## src/rtl/rom_prefetch_buffer.sv

```systemverilog
// rom_prefetch_buffer: sequential flash prefetch window serving cartridge ROM reads.
// Define ROM_PREFETCH_BACKWARD_HIT_EN to keep two bytes behind the last hit.
module rom_prefetch_buffer #(
  parameter int DEPTH     = 4,
  parameter int ADDR_BITS = 12
) (
  input  logic                 clk,
  input  logic                 reset,
  input  logic                 rd_req,
  input  logic [ADDR_BITS-1:0] rd_addr,
  output logic [7:0]           rd_data,
  output logic                 rd_wait,
  output logic                 fl_start,
  output logic                 fl_stop,
  output logic [ADDR_BITS-1:0] fl_addr,
  output logic                 fl_stall,
  input  logic [7:0]           fl_data,
  input  logic                 fl_ready,
  input  logic                 fl_busy
);

  localparam int CW = $clog2(DEPTH + 1);
  localparam int IW = $clog2(DEPTH);

`ifdef ROM_PREFETCH_BACKWARD_HIT_EN
  localparam logic [ADDR_BITS-1:0] KEEP = ADDR_BITS'(2);
`else
  localparam logic [ADDR_BITS-1:0] KEEP = '0;
`endif

  typedef enum logic [2:0] {
    S_IDLE,
    S_START,
    S_STREAM,
    S_STOP,
    S_DRAIN
  } state_e;

  state_e               state_q, state_d;
  logic [ADDR_BITS-1:0] base_q, base_d;
  logic [CW-1:0]        count_q, count_d;
  logic                 last_max_q, last_max_d;
  logic [ADDR_BITS-1:0] fl_addr_q, fl_addr_d;
  logic [7:0]           rd_data_q, rd_data_d;
  logic [7:0]           mem_q [DEPTH];

  logic [ADDR_BITS-1:0] off;
  logic [ADDR_BITS-1:0] cnt_a;
  logic [ADDR_BITS-1:0] tail_addr;
  logic [ADDR_BITS-1:0] drop;
  logic                 streaming;
  logic                 hit;
  logic                 pend;
  logic                 miss;
  logic                 full;
  logic                 stall;
  logic                 accept;
  logic                 go_start;

  assign off       = rd_addr - base_q;
  assign cnt_a     = ADDR_BITS'(count_q);
  assign tail_addr = base_q + cnt_a;
  assign streaming = (state_q == S_STREAM);
  assign hit       = rd_req && (off < cnt_a);
  // Next sequential byte is on its way: wait for it instead of restarting
  assign pend      = rd_req && streaming && (off == cnt_a)
                     && !last_max_q && fl_busy;
  assign miss      = rd_req && !hit && !pend;
  assign full      = (count_q == CW'(DEPTH));
  assign stall     = full || last_max_q || !streaming;
  assign accept    = fl_ready && !fl_stall;
  assign drop      = (off > KEEP) ? (off - KEEP) : '0;

  assign rd_wait  = !reset && rd_req && !hit;
  assign fl_stall = reset || stall;
  assign fl_start = !reset && (state_q == S_START);
  assign fl_stop  = !reset && (state_q == S_STOP);
  assign fl_addr  = fl_addr_q;
  assign rd_data  = rd_data_q;

  always_comb begin
    state_d    = state_q;
    base_d     = base_q;
    count_d    = count_q;
    last_max_d = last_max_q;
    fl_addr_d  = fl_addr_q;
    rd_data_d  = rd_data_q;
    go_start   = 1'b0;

    if (hit || pend) begin
      base_d  = base_q + drop;
      count_d = count_q - CW'(drop);
    end
    if (accept) begin
      count_d    = count_d + CW'(1);
      last_max_d = &tail_addr;
    end

    if (hit) begin
      rd_data_d = mem_q[rd_addr[IW-1:0]];
    end else if (accept && rd_req && (rd_addr == tail_addr)) begin
      rd_data_d = fl_data;
    end

    unique case (state_q)
      S_IDLE: begin
        if (miss) go_start = 1'b1;
      end
      S_START: begin
        state_d = S_STREAM;
      end
      S_STREAM: begin
        if (miss) begin
          if (fl_busy) state_d = S_STOP;
          else go_start = 1'b1;
        end
      end
      S_STOP: begin
        state_d = S_DRAIN;
      end
      S_DRAIN: begin
        if (!fl_busy) begin
          if (miss) go_start = 1'b1;
          else state_d = S_IDLE;
        end
      end
      default: begin
        state_d = S_IDLE;
      end
    endcase

    if (go_start) begin
      state_d    = S_START;
      base_d     = rd_addr;
      count_d    = '0;
      last_max_d = 1'b0;
      fl_addr_d  = rd_addr;
    end
  end

  always_ff @(posedge clk) begin
    if (reset) begin
      state_q    <= S_IDLE;
      base_q     <= '0;
      count_q    <= '0;
      last_max_q <= 1'b0;
      fl_addr_q  <= '0;
      rd_data_q  <= '0;
    end else begin
      state_q    <= state_d;
      base_q     <= base_d;
      count_q    <= count_d;
      last_max_q <= last_max_d;
      fl_addr_q  <= fl_addr_d;
      rd_data_q  <= rd_data_d;
    end
  end

  // Entries are indexed by address low bits, so dropping never moves data
  always_ff @(posedge clk) begin
    if (accept) begin
      mem_q[tail_addr[IW-1:0]] <= fl_data;
    end
  end

endmodule

```

## config.mk

```make
export PLATFORM = sky130hd
export DESIGN_NAME = rom_prefetch_buffer
export DESIGN_NICKNAME = d
export VERILOG_FILES = /design/src/rtl/rom_prefetch_buffer.sv
export SDC_FILE = /design/constraint.sdc
export NUM_CORES = 1
export LEC_CHECK = 0
export BUFFER_PORTS_ARGS = -buffer_cell sky130_fd_sc_hd__buf_4
export CAP_MARGIN = 20
export CELL_PAD_IN_SITES_DETAIL_PLACEMENT = 1
export CELL_PAD_IN_SITES_GLOBAL_PLACEMENT = 1
export CORE_ASPECT_RATIO = 1.75
export CORE_MARGIN = 2
export CORE_UTILIZATION = 36
export DETAILED_ROUTE_END_ITERATION = 10
export GPL_ROUTABILITY_DRIVEN = 0
export PLACE_DENSITY = 0.77
export SLEW_MARGIN = 20
export SYNTH_ARGS = -nofsm -noshare
export SYNTH_HDL_FRONTEND = slang
export SYNTH_SLANG_ARGS = --single-unit
```

## constraint.sdc

```tcl
create_clock -name clk -period 4.8 [get_ports clk]
set_clock_uncertainty 0.15 [all_clocks]
set_input_delay 0.24 -clock clk [delete_from_list [all_inputs] [get_ports clk]]
set_output_delay 0.24 -clock clk [all_outputs]
set_load 0.005 [all_outputs]
```

==> results.md, run 1 <==
- The global-route usage over all layers is 21.7%.
- The maximum fanout encountered on the critical timing path is 4.
- The root buffer cell is clkbuf_16.
- The area used by sequential logic in the layout is 1740 um2.
- In this run, flip-flops and latches consume 35.5% of the power.
- The leakage power is 0.00218 uW.
- The via total after detailed routing is 3,804.
- The detailed-router iteration count before antenna repair is 4.
- The total number of clock tree sinks is 71.
- The number of maximum-capacitance constraint violations is 0.
- The number of buffers created by CTS is 9.
- The number of hold-slack violations in the final timing report is 0.
- The average wire per standard cell is 19.7 um.
- At the pin with the least slew margin, the transition time is 0.780 ns.
- The share of total power dissipated in the clock network is 42.9%.
- The fraction of power spent switching nets is 28.7%.
- Input and output buffers added on the ports amount to 48.
- The flip-flop and latch count after synthesis is 71.
- For the final routed database, the setup TNS stands at 0 ns.
- The class of the most critical hold timing path is in -> reg.
- Subtracting the final worst setup slack from the clock period gives 4.11 ns.
- The prevailing post-synth register cell is dfxtp_1.
- For this design the ratio of total power to cell area is 345 nW/um2.
- The vertical die dimension is 151 um.
- Summed over all layers, the global routing overflow is 0.
- The combinational cell fraction of total power is 21.5%.
- The achievable clock frequency is 243 MHz.
- Dividing the detail-routed via count by the number of cells gives 5.49.
- The post-synthesis cell area is 4440 um2.
- The library cell with the largest summed area after synthesis is edfxtp_1.
- The critical path launch point type is a register.
- The startpoint identified for the worst hold timing path is rd_addr[5].
- Of the cells placed in the final design, the portion with a size suffix greater than 1 is 16.5%.
- The post-synthesis net count is 525.
- At the later pin of the worst-skew pair, clock insertion delay measures 0.35 ns.
- The run finished with clean final reports.
- The critical-path cell with the highest stage delay is dfxtp_1.
- The area used by multi-input combinational logic is 2500 um2.
- By area the synthesized netlist is led by edfxtp_1, dfxtp_1, ha_1.
- The final worst-path cycle share is 85.6%.
- The signal on the critical path passes through ha_1 -> inv_1 -> fa_1 -> xnor2_1 -> inv_1 -> ha_1 -> or3_1 -> o21ai_0 -> a21oi_1 -> a41oi_1 -> a221o_1 -> o21ai_0 -> xnor2_1 -> or3b_1 -> a41oi_1.
- The final layout contains routed wiring with a total length of 13,600 um.
- The area of placed instances is 4990 um2.
- The required time at the worst-slack endpoint is 4.90 ns.
- The remaining routing DRC violations is 0.
- On the worst path, the slowest cell contributes a delay of 0.43 ns.
- The largest vdd supply drop is 0.148 mV.
- The initial antenna violation count is 0.
- In this run the tightest slew margin relative to its limit is 47.8%.
- The die area is 13,300 um2.
- The type of destination of the critical path is a register.
- The first routing iteration left 104 violations.
- For this run, the number of Yosys warnings is 0.
- The area added between synthesis and finish is 21.9%.
- The share of synthesized area in the top cell type comes to 21.6%.
- Internal power comes to 1330 uW.
- The longest clock path from root to sink contains 2 buffers.
- Synthesis instantiated 57 different standard cells from the library.
- The share of flip-flops with an asynchronous set or reset is 0%.
- During I/O placement, the number of pins put on the boundary was 49.
- Yosys mapped a number of flops with a built-in enable equal to 32.
- In this run the standard cell core region covers 12,000 um2.
- The H-tree depth reported by CTS is 3.
- The number of setup violations in the final report is 0.
- In this run the power spent charging and discharging nets is 536 uW.
- The chip width is 88.0 um.
- A synthesized cell averages 9.52 um2.
- The critical path is of the reg -> reg type.
- The final number of max-transition violations is 0.
- The residual antenna-violating net count after detailed routing is 0.
- Once layout is done, the placed cells without fillers occupy 5420 um2.
- The floorplan row count is 53.
- The initial core utilization is 37.0%.
- The first global-routing pass estimated 21,500 um of wire.
- The sequential element share of the synthesized area is 39.2%.
- Setup repair after global routing left no endpoint under its margin.
- The fill cell instance count of the final layout is 1,346.
- After clock tree synthesis, the clock-pin slew on the worst setup and hold paths is 0.07 ns.
- Synthesis handed over a netlist of 467 instances.
- The diode insertion count for antenna repair is 0.
- The final layout contains 581 nets.
- TritonCTS built the clock tree.
- The via count of the first global-routing pass is 4,241.
- For the worst setup path, the data arrival time is 4.21 ns.
- Entering global routing, the biggest net connects 42 pins.
- The estimated wirelength of the detail-placed design is 10,700 um.
[synth_stat cells (all sizes together) (4+ instances only)]
cell type and n:
nand2 51, dfxtp 39, nor2 36, a21oi 34
inv 34, edfxtp 32, xnor2 31, ha 29
nand3 17, nor3 17, mux2i 13, a211oi 12
clkbuf 10, xor2 10, a21o 9, a31oi 9
mux4 8, nand2b 8, o21ai 8, buf 7
nand4 5, or3 5, fa 4, o21a 4
[layout make-up]
| type | count | share of cell area, % |
|---|---|---|
| Inverter | 34 | 2.36 |
| Timing Repair Buffer | 62 | 8.96 |
| Clock inverter | 7 | 2.36 |
| Multi-Input combinational cell | 345 | 46.2 |
| Tap cell | 165 | 3.81 |
| Sequential cell | 71 | 32.1 |
| Clock buffer | 9 | 4.16 |
[final timing paths]
check | to | slack, ns | cells after the start
setup / recovery | base_q[11] | 0.69 | 15
hold / removal | fl_addr[5] | 0.06 | 3
setup reg to reg | base_q[11] | 0.69 | 15
hold reg to reg | fl_addr[8] | 0.31 | 2
[power by group through the flow]
stage / logic, uW / registers (uW) / clock network, uW
6_report: 402 / 664 / 802
5_1_grt: 442 / 666 / 832
4_1_cts: 402 / 664 / 807
3_5_place_dp: 393 / 677 / 0
3_3_place_gp: 373 / 676 / 0
2_1_floorplan: 270 / 673 / 0
[placed cells by master (no fill, tap or decap), types with 4 or more instances in the layout]
cell type       n
nor3_1         15
edfxtp_1       32
a21o_1          9
nand2b_1        7
o21a_1          4
fa_1            4
nand3_1        17
mux2i_1        13
dlygate4sd3_1   8
mux4_2          8
xnor2_1        30
dfxtp_1        39
a31oi_1         9
o21ai_0         7
or3_1           5
nand2_1        51
buf_4          54
ha_1           29
a211oi_1       12
nand4_1         5
nor2_1         36
clkbuf_16       9
inv_1          34
xor2_1         10
a21oi_1        33
[state kept, by name, indices dropped and copies added, names as in the netlist, named ones only]
| register | count |
|---|---|
| count_q | 3 |
| fl_addr | 12 |
| mem_q | 32 |
| last_max_q | 1 |
| rd_data | 8 |
| state_q | 3 |
| base_q | 11 |
[metal layers]
| metal | track usage, % | routed length, um |
|---|---|---|
| met1 | 20.9 | 4860 |
| met2 | 41.1 | 7540 |
| met3 | 2.89 | 373 |
| met4 | 14.8 | 859 |
| met5 | 0 | 0 |
[worst max-delay path, delay by kind of cell (launching register included)]
| family | cells | cell delay (ns) |
|---|---|---|
| AO/OA/AOI/OAI | 6 | 1.32 |
| XOR/XNOR | 2 | 0.50 |
| adder cells (fa/ha/maj) | 3 | 0.97 |
| buffers and inverters | 2 | 0.14 |
| flip-flops | 1 | 0.43 |
| AND/OR/NAND/NOR | 2 | 0.50 |
[stage by stage]
| stage | setup WS [ns] | hold WS [ns] | power [uW] | utilization (%) | std cells |
|---|---|---|---|---|---|
| 6_report | 0.690 | 0.0587 | 1870 | 45.1 | 693 |
| 2_1_floorplan | 1.12 | 0.189 | 943 | - | 467 |
| 5_1_grt | 0.476 | 0.0719 | 1940 | 45.1 | 693 |
| 3_3_place_gp | 0.898 | 0.299 | 1050 | 41.5 | 669 |
| 4_1_cts | 0.696 | 0.0555 | 1870 | 45.1 | 693 |
| 3_5_place_dp | 0.650 | 0.301 | 1070 | 41.5 | 669 |
[timing repair]
item | 4_1_cts | 5_1_grt
endpoints found under the setup margin | 0 | 0
endpoints found under the hold margin | 32 | 0
setup buffers | 0 | 0
gates resized for setup | 0 | 0
hold buffers | 8 | 0
[logic make-up after synthesis]
logic type	after synthesis	share of synthesized area, %
AOI/OAI and AO/OA	94	14.0
DFF	71	39.2
muxes	21	6.98
adders and majority gates	33	9.97
xor gates and xnor gates	41	8.25
buffers and inverters	51	4.59
and+or+nand+nor	156	17.0
Power figures use the tool's default switching activity.
==> run 2, diff against run 1 <==
--- a/config.mk
+++ b/config.mk
@@ -9,12 +9,13 @@
 export CAP_MARGIN = 20
 export CELL_PAD_IN_SITES_DETAIL_PLACEMENT = 1
 export CELL_PAD_IN_SITES_GLOBAL_PLACEMENT = 1
-export CORE_ASPECT_RATIO = 1.75
+export CORE_ASPECT_RATIO = 2
 export CORE_MARGIN = 2
 export CORE_UTILIZATION = 36
 export DETAILED_ROUTE_END_ITERATION = 10
 export GPL_ROUTABILITY_DRIVEN = 0
 export PLACE_DENSITY = 0.77
+export RECOVER_POWER = 25
 export SLEW_MARGIN = 20
 export SYNTH_ARGS = -nofsm -noshare
 export SYNTH_HDL_FRONTEND = slang
==> run 2 against run 1 <==
Effect of this change: flip-flop and latch count is the same; power shrank 9.9%; clock-buffer cell count is the same; register-to-register slack gained 0.12 ns; cell count shrank 2.9%.
==> results.md, run 2 (synthesized netlist as in run 1, its figures left out) <==
- The average wire per standard cell came to 20.0 um (was 19.7 um).
- The number of buffers created by CTS is 9 (unchanged).
- The launching point of the worst reg2reg path is base_q[1].
- The estimated wirelength of the detail-placed design is 10,200 um (was 10,700 um).
- The floorplan row count is 57 (was 53).
- The register clock-pin slew on the reported worst setup and hold paths came to 0.06 ns (was 0.07 ns).
- The class of the most critical hold timing path is in -> reg (unchanged).
- The minimum period implied by the final worst setup slack came to 3.99 ns (was 4.11 ns).
- Leading cell types in the layout, fill and taps excluded: nand2_1, buf_4, dfxtp_1 (was buf_4, nand2_1, dfxtp_1).
- The first-pass GRT wire length is 21,100 um (was 21,500 um).
- The via total after detailed routing is 3,758 (was 3,804).
- The residual overflow from global routing came to 0 (unchanged).
- Setup repair after global routing missed its margin: no (unchanged).
- The path depth of the worst reg2reg path was 11 (was 15).
- The remaining routing DRC violations is 0 (unchanged).
- The number of primary I/O pins is 49 (unchanged).
- The residual antenna-violating net count after detailed routing is 0 (unchanged).
- The start-to-end type of the worst setup path is reg -> reg (unchanged).
- The fraction of power spent switching nets is 31.0% (was 28.7%).
- The source of the worst hold timing path was rd_addr[4] (was rd_addr[5]).
- The endpoint of the worst-slack reg-to-reg timing path was base_q[1] (was base_q[11]).
- The global-route usage over all layers is 21.5% (was 21.7%).
- The routed wire length is 13,400 um (was 13,600 um).
- The area of the core region is 12,100 um2 (was 12,000 um2).
- The slew at the pin with the worst max-slew slack is 0.775 ns (was 0.780 ns).
- The headroom to the max-slew limit is 48.1% (was 47.8%).
- The TritonCTS clock tree was yes (unchanged).
- The most frequent standard cell in the layout excluding fill and tap cells is nand2_1 (was buf_4).
- The combinational cell fraction of total power was 23.3% (was 21.5%).
- The power spent charging and discharging nets was 522 uW (was 536 uW).
- The vertical die dimension is 161 um (was 151 um).
- The total number of clock tree sinks was 71 (unchanged).
- The required time at the worst-slack endpoint is 4.91 ns (was 4.90 ns).
- The number of setup violations in the final report is 0 (unchanged).
- The leakage power is 0.00209 uW (was 0.00218 uW).
- The number of DRC markers in iteration 0 is 94 (was 104).
- The initial core utilization is 36.7% (was 37.0%).
- The critical path launch point type is a register (unchanged).
- The part of the total power dissipated in sequential elements is 39.6% (was 35.5%).
- The power density over the cells is 320 nW/um2 (was 345 nW/um2).
- The power consumption is 1680 uW (was 1870 uW).
- The maximum clock insertion buffer count is 2 (unchanged).
- The insertion delay of the later-clocked pin in the worst-skew pair is 0.34 ns (was 0.35 ns).
- The ratio of routed vias to standard cells is 5.58 (was 5.49).
- The maximum fanout encountered on the critical timing path is 18 (was 4).
- The total of buffers placed on input and output ports is 48 (unchanged).
- The type of destination of the critical path is a register (unchanged).
- The area added between synthesis and finish is 18.5% (was 21.9%).
- The proportion of layout cells with a drive suffix above 1 is 14.3% (was 16.5%).
- The largest vdd supply drop was 0.323 mV (was 0.148 mV).
- The internal power component is 1160 uW (was 1330 uW).
- The number of maximum-capacitance constraint violations is 0 (unchanged).
- The root buffer cell is clkbuf_16 (unchanged).
- The final setup TNS is 0 ns (unchanged).
- The diode insertion count for antenna repair was 0 (unchanged).
- The flip-flop count of the largest register after layout is 32 (unchanged).
- The via count of the first global-routing pass came to 4,090 (was 4,241).
- The H-tree depth reported by CTS is 3 (unchanged).
- The final worst-path cycle share came to 83.0% (was 85.6%).
- The endpoint arrival time on the critical path is 4.09 ns (was 4.21 ns).
- The number of nets at the end of the flow is 579 (was 581).
- The number of hold-slack violations in the final timing report is 0 (unchanged).
- The worst hold path cell count is 3 (unchanged).
- The final number of max-transition violations is 0 (unchanged).
- The hold-critical path endpoint was fl_addr[4] (was fl_addr[5]).
- The chip width was 82.6 um (was 88.0 um).
- The initial antenna violation count is 0 (unchanged).
- The pin count of the biggest net entering global routing is 42 (unchanged).
- The achievable clock frequency was 251 MHz (was 243 MHz).
- The detailed-router iteration count before antenna repair is 4 (unchanged).
- Run status: finished, final reports clean (unchanged).
- The share of total power in the clock network is 37.1% (was 42.9%).
- The die area is 13,300 um2 (about the same).
- The slack of the worst reg-to-reg path was 0.81 ns (was 0.69 ns).
run 2: cell types whose count changed in the layout (fill, tap and decap cells not counted), sizes merged:
cell,previous run,this run
buf,54,44
clkbuf,9,17
bufinv,3,0
clkinvlp,0,3
clkinv,1,3
inv,37,35
run 2: layout make-up:
cell class / count / area, um2
Timing Repair Buffer: 60 / 440
Inverter: 34 / 128
Clock buffer: 9 / 225
Fill cell: 1423 / 6860
Clock inverter: 7 / 48.8
Sequential cell: 71 / 1740
Multi-Input combinational cell: 345 / 2500
Tap cell: 147 / 184
run 2: timing repair:
| item | 4_1_cts | 5_1_grt |
|---|---|---|
| hold buffers | 8 | 0 |
| resized for setup | 0 | 0 |
| buffers inserted | 0 | 0 |
| hold endpoints to repair | 32 | 0 |
run 2: critical path: stages (launching register included):
cell and delay [ns]:
dfxtp_1 0.48, inv_1 0.15, fa_1 0.44, a21oi_1 0.28, o21bai_1 0.12, xor2_1 0.17, or4_4 0.43, nor3_2 0.30
nand4_1 0.20, o2111a_1 0.56, or3_1 0.43, a31oi_1 0.18
run 2: worst max path at each step:
stage          slack (ns)          to        from  depth (start not counted)
2_1_floorplan        1.12  base_q[11]  rd_addr[0]                         17
5_1_grt              0.43  base_q[11]   base_q[1]                         15
3_5_place_dp         0.74  base_q[11]  rd_addr[0]                         17
4_1_cts              0.78  base_q[11]   base_q[1]                         14
6_report             0.81   base_q[1]   base_q[1]                         11
3_3_place_gp         0.80   base_q[1]  rd_addr[0]                         14
run 2: per-stage QoR:
step	hold WS (ns)	std cells	cell area [um2]	worst slack [ns]	utilization [%]
floorplan	0.189	467	4440	1.12	-
global placement	0.298	649	4940	0.801	40.8
detailed placement	0.301	649	4940	0.741	40.8
CTS	0.0536	673	5300	0.778	43.7
global route	0.0671	673	5270	0.429	43.4
finish	0.0573	673	5270	0.814	43.4
run 2: routing by layer:
metal  routed length [um]  vias to the layer above  part of all wire, %  GRT usage [%]
met4                  716                        0                  5.3           12.5
li1                     -                     1791                    -              -
met1                 4650                     1846                   35           20.7
met3                  344                       36                  2.6           2.63
met5                    0                        -                    0              0
met2                 7730                       85                   57           40.9
run 2: power by group through the flow:
stage / clock network [uW] / logic (uW) / registers [uW]
finish: 626 / 392 / 666
global route: 660 / 432 / 668
CTS: 636 / 397 / 667
detailed placement: 0 / 390 / 679
global placement: 0 / 372 / 678
floorplan: 0 / 270 / 673
==> run 3, diff against run 2 <==
--- a/config.mk
+++ b/config.mk
@@ -5,6 +5,7 @@
 export SDC_FILE = /design/constraint.sdc
 export NUM_CORES = 1
 export LEC_CHECK = 0
+export ABC_AREA = 1
 export BUFFER_PORTS_ARGS = -buffer_cell sky130_fd_sc_hd__buf_4
 export CAP_MARGIN = 20
 export CELL_PAD_IN_SITES_DETAIL_PLACEMENT = 1
@@ -14,7 +15,7 @@
 export CORE_UTILIZATION = 36
 export DETAILED_ROUTE_END_ITERATION = 10
 export GPL_ROUTABILITY_DRIVEN = 0
-export PLACE_DENSITY = 0.77
+export PLACE_DENSITY = 0.82
 export RECOVER_POWER = 25
 export SLEW_MARGIN = 20
 export SYNTH_ARGS = -nofsm -noshare
==> constraint.sdc (replaced) <==
create_clock -name clk -period 3.6 [get_ports clk]
set_clock_uncertainty 0.15 [all_clocks]
set_input_delay 0.18 -clock clk [delete_from_list [all_inputs] [get_ports clk]]
set_output_delay 0.18 -clock clk [all_outputs]
set_load 0.005 [all_outputs]
==> run 3 against run 2 <==
Effect of this change: flip-flop and latch count unchanged; clock-buffer cell count unchanged; combinational power up 100%; global-route usage rose by 3.3 points; hold slack lost 0.047 ns; core utilization rose by 2.4 points; non-clock buffer count increased by 28; power grew 55%; critical path depth is 6 higher; clock power increased by 49%; largest power group is now the clock network.
==> results.md, run 3 <==
- The total of buffers placed on input and output ports is 48 (unchanged).
- The minimum period implied by the final worst setup slack is 3.53 ns (was 3.99 ns).
- The register clock-pin slew on the reported worst setup and hold paths came to 0.06 ns (about the same).
- The endpoint arrival time on the critical path came to 3.64 ns (was 4.09 ns).
- The start-to-end type of the worst setup path is reg -> reg (unchanged).
- The final worst-path cycle share came to 98.0% (was 83.0%).
- The area used by multi-input combinational logic is 2980 um2 (was 2500 um2).
- The initial core utilization was 36.9% (was 36.7%).
- The insertion delay of the later-clocked pin in the worst-skew pair is 0.34 ns (about the same).
- The area used by sequential logic in the layout is 1750 um2 (was 1740 um2).
- The type of destination of the critical path is a register (unchanged).
- The leakage power is 0.00285 uW (was 0.00209 uW).
- The post-synthesis area per instance is 7.25 um2 (was 9.52 um2).
- The chip width was 87.2 um (was 82.6 um).
- The critical path launch point type was a register (unchanged).
- The share of flip-flops with an asynchronous set or reset is 0% (unchanged).
- The number of buffers created by CTS came to 9 (unchanged).
- The residual overflow from global routing came to 0 (unchanged).
- The area added between synthesis and finish was 24.1% (was 18.5%).
- The fill cell instance count of the final layout was 1,713 (was 1,423).
- The area of placed instances is 5670 um2 (was 4940 um2).
- The fraction of power spent switching nets is 34.6% (was 31.0%).
- The sequential element share of the synthesized area was 34.9% (was 39.2%).
- The most instantiated library cell after synthesis is nand2_1 (unchanged).
- The initial antenna violation count is 0 (unchanged).
- The largest vdd supply drop came to 0.225 mV (was 0.323 mV).
- The ratio of routed vias to standard cells is 5.51 (was 5.58).
- The prevailing post-synth register cell is dfxtp_1 (unchanged).
- The number of nets at the end of the flow is 830 (was 579).
- The internal power component is 1700 uW (was 1160 uW).
- The combinational cell fraction of total power was 30.1% (was 23.3%).
- The routed wire length is 18,200 um (was 13,400 um).
- The vertical die dimension was 170 um (was 161 um).
- Commonest cells in the synthesized netlist: nand2_1, nor2_1, inv_1 (was nand2_1, dfxtp_1, nor2_1).
- The power density over the cells came to 421 nW/um2 (was 320 nW/um2).
- The yosys synthesis warning count is 0 (unchanged).
- The die area is 14,900 um2 (was 13,300 um2).
- The required time at the worst-slack endpoint is 3.72 ns (was 4.91 ns).
- The diode insertion count for antenna repair came to 0 (unchanged).
- The estimated wirelength of the detail-placed design is 14,300 um (was 10,200 um).
- The library cell with the largest summed area after synthesis is edfxtp_1 (unchanged).
- The area of the core region is 13,500 um2 (was 12,100 um2).
- The area share of the largest cell type after synthesis is 19.3% (was 21.6%).
- The via total after detailed routing came to 5,131 (was 3,758).
- The proportion of layout cells with a drive suffix above 1 is 20.2% (was 14.3%).
- The class of the most critical hold timing path is in -> reg (unchanged).
- The count of flip-flops with a built-in enable after synthesis is 32 (unchanged).
- The flip-flop and latch count after synthesis is 71 (unchanged).
- The number of DRC markers in iteration 0 is 217 (was 94).
- The floorplan row count came to 60 (was 57).
- The remaining routing DRC violations is 0 (unchanged).
- The number of maximum-capacitance constraint violations is 0 (unchanged).
- The root buffer cell is clkbuf_16 (unchanged).
- The post-synthesis net count was 746 (was 525).
- Setup repair after global routing missed its margin: yes (was no).
- The residual antenna-violating net count after detailed routing is 0 (unchanged).
- The setup slack of the critical path after layout came to 0.0728 ns (was 0.814 ns).
- The number of setup violations in the final report is 0 (unchanged).
- The TritonCTS clock tree is yes (unchanged).
- The share of total power in the clock network is 35.8% (was 37.1%).
- Run status: finished, final reports clean (unchanged).
- The count of unique library cells instantiated by Yosys is 43 (was 57).
- The final number of max-transition violations is 0 (unchanged).
- The most frequent standard cell in the layout excluding fill and tap cells is nand2_1 (unchanged).
- The slew at the pin with the worst max-slew slack is 0.423 ns (was 0.775 ns).
- Synth area leaders: edfxtp_1, dfxtp_1, nand2_1 (was edfxtp_1, dfxtp_1, ha_1).
- The power spent charging and discharging nets came to 900 uW (was 522 uW).
- The total non-filler cell area in the finished layout is 6190 um2 (was 5270 um2).
- The via count of the first global-routing pass is 5,538 (was 4,090).
- The global-route usage over all layers is 24.7% (was 21.5%).
- The post-synthesis cell area is 4990 um2 (was 4440 um2).
- The pin count of the biggest net entering global routing was 29 (was 42).
- Leading cell types in the layout, fill and taps excluded: nand2_1, nor2_1, inv_1 (was nand2_1, buf_4, dfxtp_1).
- The number of hold-slack violations in the final timing report was 0 (unchanged).
- The detailed-router iteration count before antenna repair is 4 (unchanged).
- The first-pass GRT wire length came to 27,600 um (was 21,100 um).
- The number of primary I/O pins is 49 (unchanged).
- The headroom to the max-slew limit is 71.7% (was 48.1%).
- The part of the total power dissipated in sequential elements is 34.1% (was 39.6%).
- The maximum clock insertion buffer count is 2 (unchanged).
- The number of standard cells after synthesis is 688 (was 467).
- The flip-flop count of the largest register after layout is 32 (unchanged).
- The total number of clock tree sinks is 71 (unchanged).
- The maximum fanout encountered on the critical timing path came to 6 (was 18).
- The average wire per standard cell is 19.5 um (was 20.0 um).
- The H-tree depth reported by CTS came to 3 (unchanged).
- The setup slack at placement is -0.176 ns (was 0.741 ns).
- The achievable clock frequency is 284 MHz (was 251 MHz).
run 3: changes by cell type in the layout (fill, tap and decap cells not counted), sizes merged, moves of 12 or more:
cell / before / now
mux2i: 13 / 0
nand3: 17 / 40
o21ai: 8 / 37
buf: 44 / 70
nor2: 36 / 97
a211oi: 12 / 0
nand2: 51 / 195
nand4: 5 / 17
xnor2: 31 / 9
inv: 35 / 85
run 3: per-layer routing:
layer  share of wire [%]  wire, um  track usage (%)  up-vias
met5                   0         0                0        -
met4                 8.5      1540             20.3        0
met3                 2.6       479             2.76       90
met2                  56     10300             47.3      160
met1                  32      5910             21.9     2466
li1                    -         -                -     2415
run 3: kinds of logic (layout without fill, tap and decap cells):
kind of cell,after synthesis,after routing,share of synthesized area [%]
xor gates and xnor gates,26,26,4.72
DFF,71,71,34.9
buffers and inverters,98,187,7.90
AOI/OAI and AO/OA,89,89,9.71
adders and majority gates,33,33,8.88
and+or+nand+nor,371,371,33.9
run 3: cell type report:
cell class / instances / area share [%]
clock buffers: 9 / 3.64
well taps: 155 / 3.13
clock inverters: 7 / 1.29
repair buffers: 88 / 10.6
multi-input cells: 519 / 48.1
flip-flops and latches: 71 / 28.2
inverters: 83 / 5.03
run 3: repair_timing:
| item | 4_1_cts | 5_1_grt |
|---|---|---|
| pin swaps | 0 | 2 |
| gates resized for setup | 6 | 20 |
| setup buffers | 0 | 3 |
| hold buffers | 10 | 0 |
| setup endpoints to repair | 2 | 8 |
| endpoints found under the hold margin | 34 | 0 |
run 3: final timing paths:
path / start / end / slack (ns) / cells past startpoint
setup reg to reg: register / count_q[2] / 0.07 / 17
hold reg to reg: fl_addr[11] / fl_addr[11] / 0.32 / 2
hold / removal: rd_addr[8] / fl_addr[8] / 0.01 / 3
setup / recovery: register / count_q[2] / 0.07 / 17
run 3: through the flow:
stage / setup TNS (ns) / hold slack (ns) / cells / utilization, % / power, uW
2_1_floorplan: 0 / 0.129 / 688 / - / 1380
3_3_place_gp: 0 / 0.242 / 903 / 41.9 / 1590
3_5_place_dp: -0.176 / 0.248 / 903 / 41.9 / 1620
4_1_cts: 0 / 0.00149 / 929 / 45.2 / 2570
5_1_grt: -0.128 / 0.0185 / 932 / 45.8 / 2720
6_report: 0 / 0.0106 / 932 / 45.8 / 2600
run 3: critical path, cell delays in order, from the launching register on:
cell and delay, ns:
dfxtp_2 0.34, ha_1 0.18, inv_1 0.10, fa_2 0.48, ha_4 0.30, nand3_1 0.09
nor3_2 0.27, nand2_1 0.14, nor2_4 0.13, nand4_4 0.18, nand2_4 0.16, nand2_1 0.10
o21ai_2 0.10, ha_1 0.18, nand2_1 0.09, xor2_2 0.17, a21o_1 0.17, a21oi_1 0.12
run 3: power by group through the flow:
| stage | logic, uW | registers [uW] | clock network [uW] |
|---|---|---|---|
| floorplan | 477 | 902 | 0 |
| global placement | 686 | 901 | 0 |
| detailed placement | 721 | 903 | 0 |
| CTS | 741 | 886 | 945 |
| global route | 862 | 889 | 966 |
| finish | 783 | 887 | 933 |
